===== src/rtl/stopwatch_display_driver_if.sv =====
// Digit/pause inputs from the stopwatch counter and 7-segment drive outputs.
interface stopwatch_display_driver_if;
  logic [3:0] msb_bcd;
  logic [3:0] lsb_bcd;
  logic       paused;
  logic [6:0] seg;
  logic [1:0] an;
  logic       frame_tick;

  modport master (output msb_bcd, lsb_bcd, paused, input seg, an, frame_tick);
  modport slave  (input msb_bcd, lsb_bcd, paused, output seg, an, frame_tick);
endinterface


===== src/rtl/stopwatch_display_driver.sv =====
// Two-digit multiplexed 7-segment driver: per-frame digit snapshot, blink while
// paused, leading-zero blanking and a dash for non-BCD digit values.
module stopwatch_display_driver #(
  parameter int REFRESH_DIV  = 50000,
  parameter int BLINK_FRAMES = 250,
  parameter bit ACTIVE_LOW   = 1'b1,
  parameter bit BLANK_LZ     = 1'b1
) (
  input  logic                       clk,
  input  logic                       reset,
  stopwatch_display_driver_if.slave  bus
);
  localparam int RW = $clog2(REFRESH_DIV);
  localparam int BW = (BLINK_FRAMES > 1) ? $clog2(BLINK_FRAMES) : 1;
  localparam logic [RW-1:0] REF_LAST = RW'(REFRESH_DIV - 1);
  localparam logic [BW-1:0] BLK_LAST = BW'(BLINK_FRAMES - 1);
  localparam logic [6:0] SEG_OFF = ACTIVE_LOW ? 7'h7f : 7'h00;
  localparam logic [1:0] AN_OFF  = ACTIVE_LOW ? 2'b11 : 2'b00;

  typedef struct packed {
    logic [3:0] msb;
    logic [3:0] lsb;
    logic       paused;
  } in_t;

  in_t           in_q, in_d;
  logic [RW-1:0] ref_cnt_q, ref_cnt_d;
  logic          sel_q, sel_d;
  logic [3:0]    snap_msb_q, snap_msb_d;
  logic [3:0]    snap_lsb_q, snap_lsb_d;
  logic          snap_vld_q, snap_vld_d;
  logic [BW-1:0] blink_cnt_q, blink_cnt_d;
  logic          blink_on_q, blink_on_d;
  logic [6:0]    seg_q, seg_d;
  logic [1:0]    an_q, an_d;
  logic          frame_tick_q, frame_tick_d;

  logic       tick, frame_end, blank;
  logic [3:0] digit;
  logic [6:0] seg_hi;
  logic [1:0] an_hi;

  function automatic logic [6:0] seg7(input logic [3:0] d);
    case (d)
      4'd0:    seg7 = 7'b0111111;
      4'd1:    seg7 = 7'b0000110;
      4'd2:    seg7 = 7'b1011011;
      4'd3:    seg7 = 7'b1001111;
      4'd4:    seg7 = 7'b1100110;
      4'd5:    seg7 = 7'b1101101;
      4'd6:    seg7 = 7'b1111101;
      4'd7:    seg7 = 7'b0000111;
      4'd8:    seg7 = 7'b1111111;
      4'd9:    seg7 = 7'b1101111;
      default: seg7 = 7'b1000000;
    endcase
  endfunction

  always_comb begin
    in_d         = '{msb: bus.msb_bcd, lsb: bus.lsb_bcd, paused: bus.paused};
    tick         = (ref_cnt_q == REF_LAST);
    frame_end    = tick && sel_q;
    ref_cnt_d    = tick ? '0 : ref_cnt_q + 1'b1;
    sel_d        = sel_q ^ tick;
    frame_tick_d = frame_end;

    snap_msb_d = snap_msb_q;
    snap_lsb_d = snap_lsb_q;
    snap_vld_d = snap_vld_q;
    if (frame_end) begin
      snap_msb_d = in_q.msb;
      snap_lsb_d = in_q.lsb;
      snap_vld_d = 1'b1;
    end

    blink_cnt_d = blink_cnt_q;
    blink_on_d  = blink_on_q;
    if (!in_q.paused) begin
      blink_cnt_d = '0;
      blink_on_d  = 1'b1;
    end else if (frame_end) begin
      if (blink_cnt_q == BLK_LAST) begin
        blink_cnt_d = '0;
        blink_on_d  = ~blink_on_q;
      end else begin
        blink_cnt_d = blink_cnt_q + 1'b1;
      end
    end

    // Nothing is shown until the first snapshot exists, so reset never flashes "0".
    digit  = sel_q ? snap_lsb_q : snap_msb_q;
    blank  = !snap_vld_q || !blink_on_q || (!sel_q && BLANK_LZ && (snap_msb_q == 4'd0));
    seg_hi = blank ? 7'b0 : seg7(digit);
    an_hi  = blank ? 2'b00 : (sel_q ? 2'b01 : 2'b10);
    seg_d  = ACTIVE_LOW ? ~seg_hi : seg_hi;
    an_d   = ACTIVE_LOW ? ~an_hi : an_hi;
  end

  always_ff @(posedge clk or posedge reset) begin
    if (reset) begin
      in_q         <= '0;
      ref_cnt_q    <= '0;
      sel_q        <= 1'b0;
      snap_msb_q   <= '0;
      snap_lsb_q   <= '0;
      snap_vld_q   <= 1'b0;
      blink_cnt_q  <= '0;
      blink_on_q   <= 1'b1;
      seg_q        <= SEG_OFF;
      an_q         <= AN_OFF;
      frame_tick_q <= 1'b0;
    end else begin
      in_q         <= in_d;
      ref_cnt_q    <= ref_cnt_d;
      sel_q        <= sel_d;
      snap_msb_q   <= snap_msb_d;
      snap_lsb_q   <= snap_lsb_d;
      snap_vld_q   <= snap_vld_d;
      blink_cnt_q  <= blink_cnt_d;
      blink_on_q   <= blink_on_d;
      seg_q        <= seg_d;
      an_q         <= an_d;
      frame_tick_q <= frame_tick_d;
    end
  end

  assign bus.seg        = seg_q;
  assign bus.an         = an_q;
  assign bus.frame_tick = frame_tick_q;
endmodule


===== src/flat_wrapper.sv =====
// flat-port wrapper written by rule: the top's interface ports become plain ports
module stopwatch_display_driver_flat 
#(
  parameter int REFRESH_DIV  = 50000,
  parameter int BLINK_FRAMES = 250,
  parameter bit ACTIVE_LOW   = 1'b1,
  parameter bit BLANK_LZ     = 1'b1
)
  (clk, reset, bus_msb_bcd, bus_lsb_bcd, bus_paused, bus_seg, bus_an, bus_frame_tick);
  stopwatch_display_driver_if bus_i ();
  input  logic clk;
  input  logic reset;
  input wire logic [$bits(bus_i.msb_bcd)-1:0] bus_msb_bcd;
  input wire logic [$bits(bus_i.lsb_bcd)-1:0] bus_lsb_bcd;
  input wire logic [$bits(bus_i.paused)-1:0] bus_paused;
  output wire logic [$bits(bus_i.seg)-1:0] bus_seg;
  output wire logic [$bits(bus_i.an)-1:0] bus_an;
  output wire logic [$bits(bus_i.frame_tick)-1:0] bus_frame_tick;
  assign bus_i.msb_bcd = bus_msb_bcd;
  assign bus_i.lsb_bcd = bus_lsb_bcd;
  assign bus_i.paused = bus_paused;
  assign bus_seg = bus_i.seg;
  assign bus_an = bus_i.an;
  assign bus_frame_tick = bus_i.frame_tick;
  stopwatch_display_driver #(.REFRESH_DIV(REFRESH_DIV), .BLINK_FRAMES(BLINK_FRAMES), .ACTIVE_LOW(ACTIVE_LOW), .BLANK_LZ(BLANK_LZ)) u_core (.clk(clk), .reset(reset), .bus(bus_i));
endmodule

===== config.mk =====
export PLATFORM = sky130hd
export DESIGN_NAME = stopwatch_display_driver_flat
export DESIGN_NICKNAME = d
export VERILOG_FILES = /design/src/rtl/stopwatch_display_driver_if.sv /design/src/rtl/stopwatch_display_driver.sv /design/src/flat_wrapper.sv
export SDC_FILE = /design/constraint.sdc
export NUM_CORES = 1
export LEC_CHECK = 0
export ABC_AREA = 1
export CAP_MARGIN = 10
export CELL_PAD_IN_SITES_DETAIL_PLACEMENT = 1
export CELL_PAD_IN_SITES_GLOBAL_PLACEMENT = 1
export CORE_AREA = 2 2 80 82
export DETAILED_ROUTE_END_ITERATION = 8
export DIE_AREA = 0 0 82 84
export PLACE_DENSITY_LB_ADDON = 0.1
export SLEW_MARGIN = 20
export SYNTH_ARGS = -nofsm -noshare
export SYNTH_HDL_FRONTEND = slang
export SYNTH_SLANG_ARGS = --single-unit
export TNS_END_PERCENT = 100

===== constraint.sdc =====
create_clock -name clk -period 2.7 [get_ports clk]
set_input_delay 0.675 -clock clk [delete_from_list [all_inputs] [get_ports clk]]
set_output_delay 0.675 -clock clk [all_outputs]
set_load 0.05 [all_outputs]

==> metrics.csv, run 1 <==
metric,value,unit
p_switching,0.311,mW
syn_area,2570,µm²
max_cap_violations,0,
comb_power_share,2.9,%
drt_iter0_markers,80,
start_util,42.1,%
crit_path_cell_trace,clkdlybuf4s50_1,
wl,5140,µm
rr_endpoint,u_core.blink_cnt_q[6],
yosys_register_bits,54,
dp_slack,0.602,ns
finalCriticalPeriod,2.30,ns
layout_commonest_cell,nand2_1,
cp_slowest_cell,clkdlybuf4s50_1,
clock.fmax,0.434,GHz
swShare,21.7,%
total_power,1.43,mW
grt_pass1_wl,9430,µm
startpoint_type,flip-flop,
syn-instance-count,298,
finalHoldViolCount,0,
root_buffer,clkbuf_8,
coreArea,6100,µm²
slew_violations,0,
min_path_cells,2,
clock_sinks,54,
vias,1946,
r2r_cells,15,
dieArea,6890,µm²
post_cts_buffers,0,
yosys_warnings,0,
p_seq_share,57.6,%
dp_cells,395,
gp_congestion,0.804,
n_antenna_cell,0,
grt_max_degree,33,
cts_made_buffers,5,
timing.hold.worst.start,u_core.in_q[2],
fin_crit_sh,85.3,%
critPathMaxFanout,1,
ys.flop_type,dfrtp_1,
worstPathRequired,2.03,ns
drive_gt1_share,13.2,%
fp-row-count,29,
synth_edf_count,0,
r2r_start,u_core.ref_cnt_q[0],
wl_per_cell,12.7,µm
endpoint_kind,output pin,
viasPerCell,4.83,
synth.net_count,318,
critical_path.top_delay_family,buffers and inverters,
dieWidth,82,µm
synth_cell_types,30,
yosysSeqAreaShare,53.1,%
hpwlAfterDp,3930,µm
avgSynthCellArea,8.62,µm²
max_stage_delay,0.79,ns
slew_headroom,66.0,%
grt_pass1_vias,2129,
pin_count,21,
finClkSkew,0.00895,ns
final_cells,403,
clock_latency,0.31,ns
vdd_ir_drop_max,0.242,mV
grtUsageTotal,17.5,%
cts_tree,built,
fill_cells,737,
setup_slack,0.396,ns
crit_type,flip-flop to output pin,
reg2reg_slack,0.61,ns
dieHeight,84,µm
p_per_area,478,nW/µm²
port_buffers,20,
whs_endpoint,u_core.snap_lsb_q[1],
nNetsFinal,345,
worstSetupStartpoint,u_core.bus.seg[3],
power_frac_clock,39.5,%
setup_viol,0,
status,completed,
fin_tns_setup,0,ns
cts_hold_buf,0,
async_flop_share,100,%
rsz0062_at_grt,no,
cp_data_arrival_time,1.63,ns
internal-power,1.12,mW
htreeDepth,2,
final_cell_mix,"nand2_1 (79), dfrtp_1 (44), nor2_1 (37)",
path_buf_inv,1,
grt-ovfl-total,0,
hold_path.class,flip-flop to flip-flop,
cts_resized,0,
clockBufferDepth,2,
cellLeakagePower,1.40,nW
detail-route-antenna-nets,0,
drc,0,
cts.reportedPaths.clkPinSlew,0.10,ns
antenna_found_initial,0,
syn_to_final_growth,16.6,%
dr.pass1.iters,4,
max_slew.worst_pin.slew,0.508,ns
fin_util,49.1,%
## how the worst max path moves through the flow
stage,slack (ns),endpoint,depth (start not counted)
final,0.40,bus_seg[3],1
after global routing,0.34,bus_seg[0],1
after CTS,0.38,bus_seg[0],1
after detailed placement,0.60,u_core.blink_cnt_q[6],15
after global placement,0.71,u_core.blink_cnt_q[6],15
after floorplan,0.73,u_core.blink_cnt_q[0],1
## cell families after synthesis
kind of cell / Yosys count / share of synthesized area [%]
xor gates and xnor gates: 8 / 2.73
buffers and inverters: 43 / 6.58
AOI/OAI and AO/OA: 26 / 6.19
and+or+nand+nor: 158 / 27.0
DFF: 54 / 53.1
adders and majority gates: 9 / 4.38
## layer usage
| metal | wire, µm | global-route usage [%] |
|---|---|---|
| met1 | 2390 | 23.0 |
| met5 | 0 | 0 |
| met4 | 104 | 6.52 |
| met2 | 2510 | 28.4 |
| met3 | 133 | 3.46 |
## cell type report
cell class	instances	area (µm²)	area share, %
timing repair buffer	22	228	7.61
inverter	41	154	5.14
multi-input combinational	201	1040	34.6
clock buffer	5	68.8	2.30
clock inverter	3	47.5	1.59
sequential	54	1360	45.5
tap	77	96.3	3.22
## power groups by stage
stage	Sequential, mW	Combinational [mW]	Clock [mW]
after floorplan	0.838	0.0187	0
after global placement	0.839	0.0426	0
after detailed placement	0.840	0.0442	0
after CTS	0.824	0.0444	0.588
after global routing	0.826	0.0484	0.620
final	0.824	0.0415	0.564
## synth_stat cells (all sizes together) (3+ instances only)
library cell  instances  area share (%)
a21oi                 3            0.58
dfrtp                44              43
dfstp                10              10
ha                    9             4.4
inv                  41             6.0
nand2                83              13
nand3                18             3.5
nand4                 5             1.2
nor2                 42             6.8
nor3                  6             1.8
o21ai                17             3.9
o21bai                3            0.88
or2                   3            0.73
xor2                  7             2.4
## registers in the layout, indices dropped and copies added, names as in the netlist
name / count
u_core.blink_on_q: 1
u_core.bus.seg: 7
u_core.blink_cnt_q: 8
u_core.in_q: 9
u_core.snap_lsb_q: 4
u_core.bus.an: 2
u_core.sel_q: 1
u_core.snap_msb_q: 4
u_core.bus.frame_tick: 1
u_core.snap_vld_q: 1
u_core.ref_cnt_q: 16
## stage by stage
step	cell area (µm²)	hold WS, ns
floorplan	2570	0.425
CTS	2990	0.461
detailed placement	2880	0.436
finish	2990	0.459
global route	2990	0.501
global placement	2880	0.433
Note: power is estimated with default switching activity, not from simulation.
==> inputs of run 2 (changes only) <==
- CTS_CLUSTER_DIAMETER: not set -> 60
- RECOVER_POWER: not set -> 50
==> run 2 against run 1 <==
  * Clock power hardly changed
  * Via count is 0.10% higher
  * Highest routed layer unchanged
  * Setup slack gained 0.0032 ns
  * Final area is 0.25% lower
==> metrics.csv, run 2 (synthesis gave the netlist of run 1 again) <==
metric,value,unit,change
design_area,2990,µm²,about the same
p_per_area,477,nW/µm²,was 478 nW/µm²
slew_headroom,40.6,%,was 66.0%
final_cell_mix,"nand2_1 (79), dfrtp_1 (44), nor2_1 (38)",,"was nand2_1 (79), dfrtp_1 (44), nor2_1 (37)"
pin_count,21,,unchanged
detail-route-antenna-nets,0,,unchanged
syn_to_final_growth,16.3,%,was 16.6%
crit_type,flip-flop to output pin,,unchanged
max_slew.worst_pin.slew,0.890,ns,was 0.508 ns
wl,5130,µm,was 5140 µm
htreeDepth,2,,unchanged
fin_tns_setup,0,ns,unchanged
r2r_start,u_core.ref_cnt_q[0],,unchanged
startpoint_type,flip-flop,,unchanged
clock.fmax,0.435,GHz,was 0.434 GHz
n_antenna_cell,0,,unchanged
critical_path.top_delay_family,buffers and inverters,,unchanged
fp-row-count,29,,unchanged
cts_resized,0,,unchanged
cellLeakagePower,1.40,nW,about the same
clockBufferDepth,2,,unchanged
cp_slowest_cell,clkdlybuf4s50_1,,unchanged
fin_crit_sh,85.2,%,was 85.3%
setup_slack,0.400,ns,was 0.396 ns
finalHoldViolCount,0,,unchanged
max_stage_delay,0.79,ns,about the same
drt_iter0_markers,72,,was 80
cp_data_arrival_time,1.63,ns,about the same
slew_violations,0,,unchanged
drive_gt1_share,12.3,%,was 13.2%
cts.reportedPaths.clkPinSlew,0.10,ns,about the same
max_cap_violations,0,,unchanged
timing.hold.worst.start,u_core.in_q[2],,unchanged
vdd_ir_drop_max,0.240,mV,was 0.242 mV
gp_congestion,0.804,,unchanged
holdWs,0.459,ns,about the same
cts_tree,built,,unchanged
finalCriticalPeriod,2.30,ns,about the same
grt_pass1_wl,9430,µm,unchanged
drc,0,,unchanged
post_cts_buffers,0,,unchanged
endpoint_kind,output pin,,unchanged
dieArea,6890,µm²,unchanged
antenna_found_initial,0,,unchanged
largest_reg_flops,16,,unchanged
root_buffer,clkbuf_8,,unchanged
vias,1948,,was 1946
grt_pass1_vias,2129,,unchanged
dpl-instance-area,2880,µm²,unchanged
dieWidth,82,µm,unchanged
cts_made_buffers,5,,unchanged
path_buf_inv,1,,unchanged
worstPathRequired,2.03,ns,about the same
regMostFlops,u_core.ref_cnt_q,,unchanged
grtUsageTotal,17.5,%,unchanged
critPathMaxFanout,1,,unchanged
fin_util,49.0,%,was 49.1%
rsz0062_at_grt,no,,unchanged
worstSetupStartpoint,u_core.bus.seg[3],,unchanged
cts_hold_buf,0,,unchanged
dp_slack,0.602,ns,unchanged
port_buffers,20,,unchanged
dieHeight,84,µm,unchanged
layout_commonest_cell,nand2_1,,unchanged
grt-ovfl-total,0,,unchanged
grt_max_degree,33,,unchanged
finClkSkew,0.00904,ns,was 0.00895 ns
start_util,42.1,%,unchanged
viasPerCell,4.83,,about the same
largestRegisters,"u_core.ref_cnt_q x16, u_core.in_q x9, u_core.blink_cnt_q x8",,unchanged
nNetsFinal,345,,unchanged
coreArea,6100,µm²,unchanged
clock_sinks,54,,unchanged
crit_path_cell_trace,clkdlybuf4s50_1,,unchanged
setup_viol,0,,unchanged
clock_latency,0.31,ns,about the same
hpwlAfterDp,3930,µm,unchanged
dr.pass1.iters,4,,unchanged
status,completed,,unchanged
hold_path.class,flip-flop to flip-flop,,unchanged
wl_per_cell,12.7,µm,about the same
[run 2: cell count changes in the layout (fill, tap and decap cells not counted)]
cell             delta
inv_2               -1
clkdlybuf4s50_1    -10
nor2_2              -1
nor3_2              -1
nor2_1              +1
dlygate4sd3_1      +10
nor3_1              +1
inv_1               +1
[run 2: worst min-delay path: cells and delay by family, from the launching register on]
| family | cells | cell delay [ns] |
|---|---|---|
| DFF | 1 | 0.33 |
| and+or+nand+nor | 2 | 0.10 |
[run 2: where the power goes]
| group | internal (mW) | leakage (nW) | switching, mW |
|---|---|---|---|
| clock network | 0.282 | 0.0587 | 0.281 |
| registers | 0.819 | 0.685 | 0.00508 |
| logic | 0.0154 | 0.652 | 0.0230 |
[run 2: final timing paths]
check                                        endpoint  slack [ns]  cells past startpoint
worst max-delay path                       bus_seg[3]        0.40                      1
worst min-delay path             u_core.snap_lsb_q[1]        0.46                      2
worst max register to register  u_core.blink_cnt_q[6]        0.61                     15
worst min register to register   u_core.snap_lsb_q[1]        0.46                      2
max in group asynchronous           u_core.blink_on_q        0.97                      3
min in group asynchronous        u_core.snap_msb_q[2]        0.99                      2
[run 2: metal layers]
metal / part of all wire, % / vias up / global-route usage (%)
met5: 0 / - / 0
met4: 2.0 / 0 / 6.52
met3: 2.5 / 9 / 3.46
met2: 48 / 23 / 28.4
met1: 47 / 938 / 23.0
li1: - / 978 / -
[run 2: stage by stage]
step | std cells | total power [mW]
floorplan | 298 | 0.856
global placement | 395 | 0.881
detailed placement | 395 | 0.884
CTS | 403 | 1.46
global route | 403 | 1.49
finish | 403 | 1.42
[run 2: cell type report]
cell class,instances,area [µm²]
repair buffers,22,228
clock buffers,5,68.8
inverters,41,154
clock inverters,3,47.5
well taps,77,96.3
flip-flops and latches,54,1360
fillers,738,3110
multi-input cells,201,1030
==> inputs of run 3 (changes only) <==
- CAP_MARGIN: 10 -> 20
==> results of run 3 <==
Final layout, timing and power as in run 2 (identical DEF).
